<file path="src/rtl/adder_tree_acc_if.sv">
// Beat-in / result-out bundle for adder_tree_acc, with one modport per side.
// Handshake: a transfer happens on a rising clk edge where valid & ready are both 1;
// a source holds valid and its payload stable until that edge, and ready may not depend on valid.
interface adder_tree_acc_if #(
  parameter int INPUT_NUM = 8,
  parameter int IN_WIDTH  = 16,
  parameter int ACC_WIDTH = IN_WIDTH + $clog2(INPUT_NUM) + 8
);
  logic                          in_valid;
  logic                          in_ready;
  logic [INPUT_NUM*IN_WIDTH-1:0] din;
  logic [INPUT_NUM-1:0]          in_mask;
  logic                          acc_en;
  logic                          in_last;
  logic                          out_valid;
  logic                          out_ready;
  logic [ACC_WIDTH-1:0]          dout;
  logic [15:0]                   out_beats;

  modport master (
    output in_valid, din, in_mask, acc_en, in_last, out_ready,
    input  in_ready, out_valid, dout, out_beats
  );

  modport slave (
    input  in_valid, din, in_mask, acc_en, in_last, out_ready,
    output in_ready, out_valid, dout, out_beats
  );
endinterface

</file>
<file path="src/rtl/adder_tree_acc.sv">
// Pipelined masked adder tree with optional multi-beat frame accumulation.
// One global advance enable stalls every stage together when the result is not taken.
module adder_tree_acc #(
  parameter int INPUT_NUM = 8,
  parameter int IN_WIDTH  = 16,
  parameter bit SIGNED    = 1'b1,
  parameter int ACC_WIDTH = IN_WIDTH + $clog2(INPUT_NUM) + 8
) (
  input  logic              clk,
  input  logic              rst,
  adder_tree_acc_if.slave   bus,
  output logic              state_dbg
);

  localparam int STAGE_NUM = $clog2(INPUT_NUM);
  localparam int PAD       = 1 << STAGE_NUM;
  localparam int TREE_W    = IN_WIDTH + STAGE_NUM;
  localparam int NODE_NUM  = 2 * PAD - 1;

  typedef enum logic {IDLE = 1'b0, ACCUM = 1'b1} state_t;

  // Tree nodes are stored level by level: level s starts at 2*PAD - 2*(PAD>>s).
  function automatic int stage_off(input int s);
    return 2 * PAD - 2 * (PAD >> s);
  endfunction

  function automatic logic [TREE_W-1:0] extend_lane(input logic [IN_WIDTH-1:0] x);
    if (SIGNED) return TREE_W'($signed(x));
    else        return TREE_W'(x);
  endfunction

  logic [TREE_W-1:0]     node [NODE_NUM];
  logic [STAGE_NUM:0]    st_valid;
  logic [STAGE_NUM:0]    st_acc;
  logic [STAGE_NUM:0]    st_last;
  logic [PAD-1:0]        mask_pad;
  logic [PAD*IN_WIDTH-1:0] din_pad;
  logic                  adv;
  logic                  tree_valid;
  logic                  tree_acc;
  logic                  tree_last;
  logic [ACC_WIDTH-1:0]  tree_sum;
  logic [ACC_WIDTH-1:0]  acc_plus;
  logic [15:0]           cnt_inc;
  state_t                state;
  logic [ACC_WIDTH-1:0]  acc_q;
  logic [15:0]           cnt_q;
  logic [ACC_WIDTH-1:0]  dout_q;
  logic [15:0]           beats_q;
  logic                  out_valid_q;

  assign adv           = ~out_valid_q | bus.out_ready;
  assign bus.in_ready  = adv;
  assign bus.out_valid = out_valid_q;
  assign bus.dout      = dout_q;
  assign bus.out_beats = beats_q;
  assign state_dbg     = (state == ACCUM);

  // Pad lanes carry a zero mask so they always contribute 0.
  assign mask_pad = PAD'(bus.in_mask);
  assign din_pad  = (PAD * IN_WIDTH)'(bus.din);

  always_ff @(posedge clk) begin
    if (adv) begin
      for (int k = 0; k < PAD; k++) begin
        node[k] <= mask_pad[k] ? extend_lane(din_pad[k*IN_WIDTH +: IN_WIDTH]) : '0;
      end
      for (int s = 1; s <= STAGE_NUM; s++) begin
        for (int i = 0; i < (PAD >> s); i++) begin
          node[stage_off(s) + i] <= node[stage_off(s-1) + 2*i] + node[stage_off(s-1) + 2*i + 1];
        end
      end
    end
  end

  always_ff @(posedge clk or posedge rst) begin
    if (rst) begin
      st_valid <= '0;
      st_acc   <= '0;
      st_last  <= '0;
    end else if (adv) begin
      st_valid[0] <= bus.in_valid;
      st_acc[0]   <= bus.acc_en;
      st_last[0]  <= bus.in_last;
      for (int s = 1; s <= STAGE_NUM; s++) begin
        st_valid[s] <= st_valid[s-1];
        st_acc[s]   <= st_acc[s-1];
        st_last[s]  <= st_last[s-1];
      end
    end
  end

  assign tree_valid = st_valid[STAGE_NUM];
  assign tree_acc   = st_acc[STAGE_NUM];
  assign tree_last  = st_last[STAGE_NUM];

  always_comb begin
    tree_sum = '0;
    if (SIGNED) tree_sum = ACC_WIDTH'($signed(node[NODE_NUM-1]));
    else        tree_sum = ACC_WIDTH'(node[NODE_NUM-1]);
    acc_plus = acc_q + tree_sum;
    cnt_inc  = (cnt_q == 16'hFFFF) ? cnt_q : cnt_q + 16'd1;
  end

  // With adv high the previous result is either absent or being taken this edge,
  // so out_valid simply becomes "a result loads now".
  always_ff @(posedge clk or posedge rst) begin
    if (rst) begin
      state       <= IDLE;
      acc_q       <= '0;
      cnt_q       <= '0;
      dout_q      <= '0;
      beats_q     <= '0;
      out_valid_q <= 1'b0;
    end else if (adv) begin
      out_valid_q <= 1'b0;
      if (tree_valid) begin
        case (state)
          IDLE: begin
            if (tree_acc && !tree_last) begin
              acc_q <= tree_sum;
              cnt_q <= 16'd1;
              state <= ACCUM;
            end else begin
              dout_q      <= tree_sum;
              beats_q     <= 16'd1;
              out_valid_q <= 1'b1;
            end
          end
          ACCUM: begin
            if (!tree_last) begin
              acc_q <= acc_plus;
              cnt_q <= cnt_inc;
            end else begin
              dout_q      <= acc_plus;
              beats_q     <= cnt_inc;
              out_valid_q <= 1'b1;
              state       <= IDLE;
            end
          end
          default: state <= IDLE;
        endcase
      end
    end
  end

endmodule

</file>
<file path="src/flat_wrapper.sv">
// flat-port wrapper written by rule: the top's interface ports become plain ports
module adder_tree_acc_flat 
#(
  parameter int INPUT_NUM = 8,
  parameter int IN_WIDTH  = 16,
  parameter bit SIGNED    = 1'b1,
  parameter int ACC_WIDTH = IN_WIDTH + $clog2(INPUT_NUM) + 8
)
  (clk, rst, state_dbg, bus_in_valid, bus_din, bus_in_mask, bus_acc_en, bus_in_last, bus_out_ready, bus_in_ready, bus_out_valid, bus_dout, bus_out_beats);
  adder_tree_acc_if #(.INPUT_NUM(INPUT_NUM), .IN_WIDTH(IN_WIDTH), .ACC_WIDTH(ACC_WIDTH)) bus_i ();
  input  logic clk;
  input  logic rst;
  output logic state_dbg;
  input wire logic [$bits(bus_i.in_valid)-1:0] bus_in_valid;
  input wire logic [$bits(bus_i.din)-1:0] bus_din;
  input wire logic [$bits(bus_i.in_mask)-1:0] bus_in_mask;
  input wire logic [$bits(bus_i.acc_en)-1:0] bus_acc_en;
  input wire logic [$bits(bus_i.in_last)-1:0] bus_in_last;
  input wire logic [$bits(bus_i.out_ready)-1:0] bus_out_ready;
  output wire logic [$bits(bus_i.in_ready)-1:0] bus_in_ready;
  output wire logic [$bits(bus_i.out_valid)-1:0] bus_out_valid;
  output wire logic [$bits(bus_i.dout)-1:0] bus_dout;
  output wire logic [$bits(bus_i.out_beats)-1:0] bus_out_beats;
  assign bus_i.in_valid = bus_in_valid;
  assign bus_i.din = bus_din;
  assign bus_i.in_mask = bus_in_mask;
  assign bus_i.acc_en = bus_acc_en;
  assign bus_i.in_last = bus_in_last;
  assign bus_i.out_ready = bus_out_ready;
  assign bus_in_ready = bus_i.in_ready;
  assign bus_out_valid = bus_i.out_valid;
  assign bus_dout = bus_i.dout;
  assign bus_out_beats = bus_i.out_beats;
  adder_tree_acc #(.INPUT_NUM(INPUT_NUM), .IN_WIDTH(IN_WIDTH), .SIGNED(SIGNED), .ACC_WIDTH(ACC_WIDTH)) u_core (.clk(clk), .rst(rst), .bus(bus_i), .state_dbg(state_dbg));
endmodule
</file>
<file path="config.mk">
export PLATFORM = sky130hd
export DESIGN_NAME = adder_tree_acc_flat
export DESIGN_NICKNAME = d
export VERILOG_FILES = /design/src/rtl/adder_tree_acc_if.sv /design/src/rtl/adder_tree_acc.sv /design/src/flat_wrapper.sv
export SDC_FILE = /design/constraint.sdc
export NUM_CORES = 1
export LEC_CHECK = 0
export CAP_MARGIN = 20
export CORE_MARGIN = 2
export CORE_UTILIZATION = 30
export CTS_CLUSTER_DIAMETER = 100
export DETAILED_ROUTE_END_ITERATION = 16
export PLACE_DENSITY_LB_ADDON = 0.2
export REMOVE_ABC_BUFFERS = 1
export SETUP_SLACK_MARGIN = 0.1
export SKIP_LAST_GASP = 1
export SYNTH_ARGS = -nofsm -noshare
export SYNTH_HDL_FRONTEND = slang
export SYNTH_SLANG_ARGS = --single-unit
</file>
<file path="constraint.sdc">
create_clock -name clk -period 11.59 [get_ports clk]
set_input_delay 1.159 -clock clk [delete_from_list [all_inputs] [get_ports clk]]
set_output_delay 1.159 -clock clk [all_outputs]
set_load 0.02 [all_outputs]
</file>
=== Word level (Yosys, flattened, before mapping) ===
Memory sizes are Yosys's and may differ from the RTL's.
Index checks and enable logic that the tools add are counted.
Widths: inputs -> output; s select.

* Register bits: 100
* Memory bits (writable): 285
* Input port bits: 142
* Output and inout bits: 46
* Memories kept: 1

{| class="wikitable"
|+ Memories
! name !! words !! width !! rd ports !! clocked after memory_dff !! wr ports !! RTL line !! text
|-
| u_core.node || 15 || 19 || 15 || 0 || 15 || adder_tree_acc.sv:32 || <nowiki>logic [TREE_W-1:0] node [NODE_NUM];</nowiki>
|}

* $add $sub $neg: 9
* Eq/ne operators: 5
* Mux-type cells: 38
* Bitwise operators: 3
* Reduce and logical (&&, ||, !) cells: 5

{| class="wikitable"
|+ Operator list
! cell !! count
|-
| $mux 19 || 16
|-
| $add 19x19->19 || 7
|-
| $mux 27 || 4
|-
| $pmux 27 s2 || 2
|-
| $mux 16 || 5
|-
| $pmux 16 s2 || 2
|-
| $add 27x27->27 || 1
|-
| $add 16x1->16 const B || 1
|-
| $eq 16x16->1 const B || 1
|-
| $reduce_and 4->1 || 2
|-
| $mux 1 || 7
|-
| $ne 2x1->1 const B || 2
|-
| $ne 2x2->1 const B || 2
|-
| $pmux 1 s2 || 2
|-
| $not 1->1 || 2
|-
| $reduce_and 2->1 || 1
|-
| $logic_and 1x1->1 || 1
|-
| $logic_not 1->1 || 1
|-
| $or 1x1->1 || 1
|}

=== Logic depth before layout (Yosys ltp) ===
Gate-level depths: netlist of the first run.

* Word-level depth: 5
* Mapped depth: 13
* Mapped depth without buffers: 13

=== Worst setup path before layout of the first run ===
OpenSTA, ideal clock, no wires.

* Kind: input port to flip-flop
* Start: in bus_out_ready
* End: reg u_core.st_acc[0]
* Arrival: 10.049 ns
* Data required time: 11.484 ns
* Setup slack: 1.435 ns
* Stages on the path: 4
* Path buffers: 2
* Cells stage by stage: nand2b_1 > clkbuf_1 > buf_1 > mux2_2

* Longest elaborated chain between the ends: 1

{| class="wikitable"
|+ RTL lines
! item !! RTL line !! text
|-
| from (decl) || flat_wrapper.sv:19 || <nowiki>input wire logic [$bits(bus_i.out_ready)-1:0] bus_out_ready;</nowiki>
|-
| $or 1x1->1 || adder_tree_acc.sv:52 || <nowiki>assign adv = ~out_valid_q | bus.out_ready;</nowiki>
|-
| named net bus_in_ready || flat_wrapper.sv:20 || <nowiki>output wire logic [$bits(bus_i.in_ready)-1:0] bus_in_ready;</nowiki>
|-
| to (signal assigned) || adder_tree_acc.sv:83 || <nowiki>st_acc[0] <= bus.acc_en;</nowiki>
|-
| to (signal, indexed assignment) || adder_tree_acc.sv:87 || <nowiki>st_acc[s] <= st_acc[s-1];</nowiki>
|-
| to (decl) || adder_tree_acc.sv:34 || <nowiki>logic [STAGE_NUM:0] st_acc;</nowiki>
|}

The timed path passes the listed nets, and every way through them passes these cells.
A chain may end at the register's enable or synchronous reset.

=== Worst setup path in the final report of the first run ===
* Start: in bus_out_ready
* End: out bus_in_ready

* Longest elaborated chain between the ends: 1

{| class="wikitable"
|+ RTL lines
! item !! RTL line
|-
| $or 1x1->1 || adder_tree_acc.sv:52
|-
| to (decl) || flat_wrapper.sv:20
|}

Every way passes these cells.

==> impl_metrics.tcl, run 1 <==
set metrics [dict create \
    status "finished clean" \
    relSlewSlack 0.299 \
    vias 12692 \
    synth_ff_type "edfxtp_1" \
    antennaDiodeCount 0 \
    cp-start-kind "input pin" \
    grt_max_degree 202 \
    nets 2186 \
    met3_usage 0.0222 \
    finalWirelength_mm 40.4 \
    maxSlewViolCount 0 \
    synth-seq-area-share 0.538 \
    skew_ns 0.0300 \
    io-pin-count 188 \
    rows 92 \
    cp.arrival_ns 2.71 \
    clock-sinks 361 \
    synth_cell_types 64 \
    use_met1 0.159 \
    dr.pass1.iters 4 \
    met2_usage 0.208 \
    synth.most_common_cell "edfxtp_1" \
    grt_setup_unrepaired "false" \
    post_cts_buffers 0 \
    fmax_ghz 0.259 \
    hold_buffers 0 \
    hold_ws_ns 0.475 \
    root_buffer "clkbuf_16" \
    fill_cells 6194 \
    gr-total-overflow 0 \
    syn_inst 1692 \
    place_ws_ns 7.53 \
    ir_drop_uv 115 \
    cts_buffer_depth 3 \
    finalCritPeriodShare 0.333 \
    port_buffers 187 \
    path_max_fanout 20 \
    p_per_area_nw_per_um2 296 \
    placed_area_um2 22000 \
    coreArea_um2 63200 \
    detail-route-antenna-nets 0 \
    grt_pass1_vias 12819 \
    worst_slew_pin_slew_ns 1.05 \
    drive_gt1_frac 0.0473 \
    power.leakage_nw 9.70 \
    yosys.area.top_type "edfxtp_1" \
    synth_seq_cells 361 \
    grt.total_usage 0.123 \
    end_kind "output pin" \
    period_minus_slack_ns 3.86 \
    hold_class "flip-flop to flip-flop" \
    grt_pass1_wl_mm 65.8 \
    dp_hpwl_mm 29.6 \
    clk_latency_ns 0.58 \
    cts_tree "built" \
    htree_levels 2 \
    final_util 0.371 \
    synth_common_cells "edfxtp_1 (261), nand2_1 (147), ha_1 (145), and2_1 (131), o21ai_0 (115)" \
    final_cell_area_um2 23400 \
    fin_ws_ns 7.73 \
    netlist_area_um2 19200 \
    postCtsResizedCells 0 \
    hold_viol 0 \
    die-area_um2 66100 \
    antenna_found_initial 0 \
    synth_edf_count 261 \
    detail_route.wl_per_cell_um 14.6 \
    start_util 0.304 \
    finalSetupViolations 0 \
    drtIter0Drc 632 \
    yosys-top-cells-area "edfxtp_1 (41%), dfrtp_1 (13%), ha_1 (9.4%)" \
    synth_top_area_share 0.408 \
    die_y_um 257 \
    die_x_um 257 \
    syn2layout_area_growth_pct 22.0 \
    synth.avg_cell_area_um2 11.4 \
    routabilityCongestion 0.820 \
    crit_type "input pin to output pin" \
    async_flop_share 0.277 \
    grt_busiest_layer "met2" \
    drv_cap 0 \
    cts_buffers 43 \
    synth_warnings 0 \
    clk_pin_slew_worst_paths_ns 0.05 \
    drc 0 \
    crit_required_ns 10.43 \
    vias_per_cell 4.58 \
]
-- cells in the final DEF, fill, tap and decap left out, types with 67 or more instances in the layout --
cell type,instances
a21oi_1,114
and2_1,131
clkdlybuf4s50_1,187
dfrtp_1,100
edfxtp_1,261
ha_1,145
inv_1,67
nand2_1,147
nor2_1,90
o21ai_0,115
xnor2_1,81
-- final timing paths --
check / start / end / slack (ns) / cells after the start
max: bus_out_ready / bus_in_ready / 7.73 / 3
min: u_core.bus.out_beats[11]$_DFFE_PP0P_ / u_core.bus.out_beats[11]$_DFFE_PP0P_ / 0.47 / 2
max reg2reg: u_core.node[1][38]$_DFFE_PN_ / u_core.node[1][113]$_DFFE_PN_ / 8.52 / 13
min reg2reg: u_core.bus.out_beats[11]$_DFFE_PP0P_ / u_core.bus.out_beats[11]$_DFFE_PP0P_ / 0.47 / 2
max in group asynchronous: rst / u_core.acc_q[26]$_DFFE_PP0P_ / 9.76 / 4
min in group asynchronous: rst / u_core.bus.out_valid$_DFFE_PP0N_ / 0.90 / 2
-- where the power goes --
part | internal, mW | switching [mW]
registers | 2.13 | 0.246
logic | 1.43 | 1.84
clock network | 0.764 | 0.533
-- through the flow --
step           TNS (ns)  total power, mW  std cells
2_1_floorplan    -37.76             4.86       1651
3_5_place_dp          0             5.71       2690
6_report              0             6.94       2771
5_1_grt               0             7.55       2771
4_1_cts               0             7.05       2769
3_3_place_gp          0             5.65       2690
-- critical path, cell delays in order --
cell,delay (ns)
clkdlybuf4s50_1,0.47
nand2b_4,0.34
clkdlybuf4s50_1,0.71
-- sequential cells by signal, summed over array words and instances, names as in the netlist --
name,count
u_core.acc_q,27
u_core.bus.dout,27
u_core.bus.out_beats,16
u_core.bus.out_valid,1
u_core.cnt_q,16
u_core.node,261
u_core.st_acc,4
u_core.st_last,4
u_core.st_valid,4
u_core.state_dbg,1
-- cell type report --
type | count | area [um^2] | share of cell area
Sequential cell | 361 | 10300 | 0.441
Multi-Input combinational cell | 1222 | 8460 | 0.361
Timing Repair Buffer | 195 | 1980 | 0.0843
Clock buffer | 60 | 1150 | 0.0490
Tap cell | 846 | 1060 | 0.0451
Inverter | 68 | 258 | 0.0110
Clock inverter | 19 | 208 | 0.00886
-- cell families after synthesis --
kind of cell,after synthesis,synth area share
fa+ha+maj,153,0.103
compound gates,418,0.137
mux,25,0.0139
xor+xnor,122,0.0556
buf+inv,109,0.0223
flops,361,0.538
simple gates,504,0.131
-- per-layer routing --
metal / up-vias / share of wire
li1: 6536 / -
met1: 5891 / 0.46
met2: 212 / 0.48
met3: 53 / 0.042
met4: 0 / 0.020
met5: - / 0
Power figures use the tool's default switching activity.
==> run 2: changes to the inputs <==
==> constraint.sdc (replaced) <==
create_clock -name clk -period 3.1 [get_ports clk]
set_input_delay 0.31 -clock clk [delete_from_list [all_inputs] [get_ports clk]]
set_output_delay 0.31 -clock clk [all_outputs]
set_load 0.02 [all_outputs]
==> run 2 against run 1 <==
  * Wire length up 1.9%
  * Sequential power rose to 3.7 times the previous value
  * Worst hold slack worse by 0.31 ns
  * Clock power rose to 3.6 times the previous value
  * Final cell count up 0.54%
  * Clock skew down 0.0087 ns
  * Die area unchanged
  * Register-to-register slack worse by 8.4 ns
  * Global-route usage up 0.13 points
  * Count of clock-buffer cells in the layout up 2
  * Largest power group unchanged
==> impl_metrics.tcl, run 2 (same netlist as run 1, synthesis figures left out) <==
set metrics [dict create \
    maxSlewViolCount 0 \
    rr_worst_depth 13 \
    place_ws_ns 0.0421 \
    fill_cells 6086 \
    die_y_um 257 \
    finalSetupViolations 0 \
    dr.pass1.iters 5 \
    coreArea_um2 63200 \
    hold_buffers 0 \
    clock-sinks 361 \
    reg2reg_to "u_core.bus.dout[18]$_DFFE_PP0P_" \
    vias 12873 \
    grt_setup_unrepaired "true" \
    timing.rr.start "u_core.node[1][114]$_DFFE_PN_" \
    relSlewSlack 0.433 \
    power.leakage_nw 9.79 \
    fin_ws_ns 0.104 \
    hold_viol 0 \
    dp_hpwl_mm 30.6 \
    final_common_cell "edfxtp_1" \
    detail_route.wl_per_cell_um 14.8 \
    htree_levels 2 \
    power_frac_clock 0.177 \
    timing.setup.tns_ns 0 \
    detail-route-antenna-nets 0 \
    cp.arrival_ns 3.42 \
    clk_latency_ns 0.57 \
    r2r_setup_slack_ns 0.10 \
    status "finished clean" \
    cts_tree "built" \
    antennaDiodeCount 0 \
    worst_slew_pin_slew_ns 0.850 \
    syn2layout_area_growth_pct 23.6 \
    skew_ns 0.0214 \
    grt_pass1_wl_mm 66.3 \
    drv_cap 0 \
    p_per_area_nw_per_um2 1120 \
    routabilityCongestion 0.831 \
    top_register "u_core.node" \
    path_max_fanout 5 \
    grt_max_degree 153 \
    die_x_um 257 \
    power.internal_mw 16.5 \
    start_util 0.304 \
    drive_gt1_frac 0.0747 \
    cts_buffers 44 \
    finalCritPeriodShare 0.967 \
    end_kind "flip-flop" \
    hold_class "input pin to async pin" \
    rows 92 \
    io-pin-count 188 \
    root_buffer "clkbuf_16" \
    drc 0 \
    finalWirelength_mm 41.1 \
    seqPwrFrac 0.334 \
    final_util 0.376 \
    port_buffers 187 \
    ir_drop_uv 458 \
    drtIter0Drc 689 \
    crit_required_ns 3.53 \
    grt_pass1_vias 12851 \
    crit_type "flip-flop to flip-flop" \
    cp-start-kind "flip-flop" \
    switching_share 0.380 \
    layout_common_cells "edfxtp_1 (261), clkdlybuf4s50_1 (187), nand2_1 (146)" \
    vias_per_cell 4.62 \
    nets 2205 \
    cts_buffer_depth 3 \
    gr-total-overflow 0 \
    power_switching_mw 10.1 \
    largest_reg_flops 261 \
    antenna_found_initial 0 \
    fmax_ghz 0.334 \
    clk_pin_slew_worst_paths_ns 0.06 \
    combPwrFrac 0.489 \
    period_minus_slack_ns 3.00 \
    grt.total_usage 0.124 \
    die-area_um2 66100 \
]
[run 2: changes by cell type in the layout (fill, tap and decap cells not counted), moves of 4 or more]
cell     before  now
buf_4         5   24
ha_1        145  140
o21ai_1       4   14
a21oi_1     114  109
o21ai_0     115  102
a31oi_1      15   11
a21oi_2       1    6
[run 2: per-stage QoR]
stage / power (mW) / area [um^2] / hold slack, ns / instances
4_1_cts: 26.4 / 23500 / 0.167 / 2779
3_3_place_gp: 21.3 / 22200 / 0.463 / 2703
3_5_place_dp: 21.5 / 22200 / 0.471 / 2703
5_1_grt: 28.8 / 23700 / 0.214 / 2786
2_1_floorplan: 17.5 / 19000 / 0.456 / 1651
6_report: 26.6 / 23700 / 0.167 / 2786
[run 2: power groups by stage]
| stage | registers (mW) | clock network [mW] | logic [mW] |
|---|---|---|---|
| 2_1_floorplan | 8.87 | 0 | 8.62 |
| 3_3_place_gp | 8.93 | 0 | 12.4 |
| 3_5_place_dp | 8.98 | 0 | 12.5 |
| 4_1_cts | 8.89 | 4.91 | 12.6 |
| 5_1_grt | 9.08 | 5.09 | 14.7 |
| 6_report | 8.86 | 4.71 | 13.0 |
[run 2: routing by layer]
layer	vias to the layer above	GRT usage	share of wire
met3	68	0.0231	0.042
met5	-	0	0
met1	5991	0.161	0.46
met4	0	0.0412	0.025
met2	239	0.207	0.47
li1	6575	-	-
[run 2: critical path, stage by stage, from the launching register on]
cell and delay (ns):
edfxtp_1 0.39, ha_2 0.20, inv_2 0.05, fa_2 0.21, nor2b_4 0.05, o31a_1 0.27
o41a_1 0.44, a21oi_4 0.22, a31oi_4 0.13, buf_4 0.17, a31oi_1 0.19, xnor2_1 0.09
a21oi_1 0.31, o21ai_0 0.13
[run 2: cell type report]
cell class / count / area (um^2) / area share
clock buffers: 62 / 1220 / 0.0514
clock inverters: 14 / 104 / 0.00437
inverters: 68 / 258 / 0.0109
multi-input cells: 1222 / 8670 / 0.365
flip-flops and latches: 361 / 10300 / 0.436
well taps: 846 / 1060 / 0.0446
repair buffers: 213 / 2090 / 0.0881
[run 2: how the worst max path moves through the flow]
stage / endpoint / depth (start not counted) / slack (ns) / start
after CTS: u_core.node[1][113]$_DFFE_PN_ / 13 / 0.10 / u_core.node[1][38]$_DFFE_PN_
after global placement: u_core.acc_q[25]$_DFFE_PP0P_ / 11 / 0.14 / u_core.acc_q[1]$_DFFE_PP0P_
final: u_core.bus.dout[18]$_DFFE_PP0P_ / 13 / 0.10 / u_core.node[1][114]$_DFFE_PN_
after floorplan: u_core.bus.dout[26]$_DFFE_PP0P_ / 5 / -8.83 / bus_out_ready
after global routing: u_core.acc_q[26]$_DFFE_PP0P_ / 13 / -0.03 / u_core.node[1][114]$_DFFE_PN_
after detailed placement: u_core.acc_q[19]$_DFFE_PP0P_ / 11 / 0.04 / u_core.acc_q[1]$_DFFE_PP0P_
[run 2: what timing repair did]
action	CTS	global route
resized for setup	3	53
setup buffers	0	7
pin swaps	0	28
endpoints found under the setup margin	5	35
==> run 3: changes to the inputs <==
--- a/config.mk
+++ b/config.mk
@@ -10,6 +10,9 @@
 export CORE_UTILIZATION = 30
 export CTS_CLUSTER_DIAMETER = 100
 export DETAILED_ROUTE_END_ITERATION = 16
+export GPL_ROUTABILITY_DRIVEN = 1
+export GPL_TIMING_DRIVEN = 0
+export MAX_ROUTING_LAYER = met4
 export PLACE_DENSITY_LB_ADDON = 0.2
 export REMOVE_ABC_BUFFERS = 1
 export SETUP_SLACK_MARGIN = 0.1
==> run 3 against run 2 <==
  * Sequential power decreased by 0.7%
  * Critical path type unchanged
  * Register-to-register slack improved by 0.11 ns
  * Final area increased by 0.80%
==> impl_metrics.tcl, run 3 (same netlist as run 1, synthesis figures left out) <==
set metrics [dict create \
    status "finished clean" \
    hold_viol 0 \
    worstPathCellList "ha_2 -> inv_2 -> fa_2 -> nor2b_4 -> o31a_1 -> o41a_1 -> a21oi_4 -> a31oi_4 -> nor4bb_4 -> o22a_2 -> a211o_1 -> nand2_1 -> a211o_1" \
    cts_tree "built" \
    seqPwrFrac 0.326 \
    syn2layout_area_growth_pct 24.5 \
    detail_route.wl_per_cell_um 14.6 \
    cp_top_family "compound AO/OA/AOI/OAI gates" \
    rr_worst_depth 13 \
    final_util 0.379 \
    dr.pass1.iters 5 \
    largest_reg_flops 261 \
    worst_slew_pin_slew_ns 0.897 \
    power_frac_clock 0.188 \
    finalSetupViolations 0 \
    clock-sinks 361 \
    layout_common_cells "edfxtp_1 (261), clkdlybuf4s50_1 (187), nand2_1 (147)" \
    die-area_um2 66100 \
    drv_cap 0 \
    crit_required_ns 3.61 \
    finalWirelength_mm 40.7 \
    start_util 0.304 \
    gr-total-overflow 0 \
    ir_drop_uv 485 \
    cpMostUsedCell "a211o_1" \
    slowest_stage "edfxtp_1" \
    timing.rr.start "u_core.node[1][114]$_DFFE_PN_" \
    path_max_fanout 5 \
    nets 2200 \
    htree_levels 2 \
    root_buffer "clkbuf_16" \
    crit_type "flip-flop to flip-flop" \
    cp-start-kind "flip-flop" \
    vias 12774 \
    reg2reg_to "u_core.bus.dout[26]$_DFFE_PP0P_" \
    port_buffers 187 \
    die_y_um 257 \
    io-pin-count 188 \
    endpoint "u_core.bus.dout[26]$_DFFE_PP0P_" \
    top_register "u_core.node" \
    dp_hpwl_mm 29.8 \
    relSlewSlack 0.402 \
    final_common_cell "edfxtp_1" \
    dp_cells 2691 \
    power.internal_mw 16.8 \
    grt_setup_unrepaired "true" \
    cp.arrival_ns 3.39 \
    cts_buffers 44 \
    antenna_found_initial 0 \
    crit_buf_inv 1 \
    drtIter0Drc 591 \
    maxSlewViolCount 0 \
    finalCritPeriodShare 0.930 \
    vias_per_cell 4.60 \
    drc 0 \
    final_cells 2779 \
    coreArea_um2 63200 \
    clk_pin_slew_worst_paths_ns 0.05 \
    fmax_ghz 0.347 \
    p_per_area_nw_per_um2 1130 \
    routabilityCongestion 0.868 \
    grt_max_degree 75 \
    place_ws_ns -0.0809 \
    grt.total_usage 0.126 \
    fin_ws_ns 0.218 \
    detail-route-antenna-nets 0 \
    hold_class "input pin to async pin" \
    hold_buffers 0 \
    skew_ns 0.0247 \
    path_depth 13 \
    switching_share 0.379 \
    crit_start "u_core.node[1][114]$_DFFE_PN_" \
    antennaDiodeCount 0 \
    final_cell_area_um2 23900 \
    r2r_setup_slack_ns 0.22 \
    drive_gt1_frac 0.0781 \
    rows 92 \
    period_minus_slack_ns 2.88 \
    end_kind "flip-flop" \
    die_x_um 257 \
    critPathMaxStageDelay_ns 0.39 \
    power.leakage_nw 9.88 \
    grt_pass1_wl_mm 65.6 \
    combPwrFrac 0.487 \
    placed_area_um2 22200 \
    clk_latency_ns 0.59 \
    grt_pass1_vias 12752 \
    power_switching_mw 10.3 \
    cts_buffer_depth 3 \
]
## run 3: cell types whose count changed in the layout (fill, tap and decap cells not counted), sizes merged
cell | before | now
buf | 26 | 21
bufinv | 0 | 4
clkbuf | 62 | 57
inv | 70 | 69
## run 3: worst min-delay path by stage
stage                                            to                                  from  slack, ns  depth (start not counted)
2_1_floorplan           u_core.acc_q[0]$_DFFE_PP0P_           u_core.acc_q[0]$_DFFE_PP0P_       0.46                          2
3_3_place_gp        u_core.bus.dout[24]$_DFFE_PP0P_       u_core.bus.dout[24]$_DFFE_PP0P_       0.46                          2
3_5_place_dp   u_core.bus.out_beats[14]$_DFFE_PP0P_  u_core.bus.out_beats[14]$_DFFE_PP0P_       0.47                          2
4_1_cts                 u_core.cnt_q[8]$_DFFE_PP0P_                                   rst       0.11                          2
5_1_grt         u_core.bus.out_beats[5]$_DFFE_PP0P_                                   rst       0.13                          2
6_report           u_core.bus.out_valid$_DFFE_PP0N_                                   rst       0.12                          2
## run 3: power by group through the flow
stage | sequential [mW] | combinational, mW | clock [mW]
final | 8.80 | 13.2 | 5.07
after global routing | 9.02 | 14.8 | 5.45
after CTS | 8.88 | 12.9 | 5.26
after detailed placement | 8.95 | 12.6 | 0
after global placement | 8.62 | 10.6 | 0
after floorplan | 8.87 | 8.62 | 0
## run 3: metal layers
layer	routed length (um)	track usage	vias up
met1	18600	0.156	5945
li1	-	-	6556
met2	19500	0.208	207
met5	0	-	-
met3	1700	0.0242	66
met4	954	0.0399	0
## run 3: timing repair
| item | CTS | global route |
|---|---|---|
| buffers inserted | 7 | 6 |
| pin swaps | 23 | 30 |
| gates resized for setup | 23 | 38 |
| endpoints found under the setup margin | 18 | 44 |
## run 3: through the flow
stage	hold WS, ns	power (mW)	TNS, ns
detailed placement	0.468	21.5	-0.149
global route	0.134	29.3	0
floorplan	0.456	17.5	-1898.17
CTS	0.106	27.0	0
global placement	0.462	19.3	-3319.16
finish	0.118	27.0	0
## run 3: final cells by class
type / count / area [um^2]
clock buffers: 57 / 1200
fillers: 6082 / 39300
multi-input cells: 1222 / 8690
well taps: 846 / 1060
inverters: 68 / 258
repair buffers: 208 / 2160
clock inverters: 17 / 220
flip-flops and latches: 361 / 10300
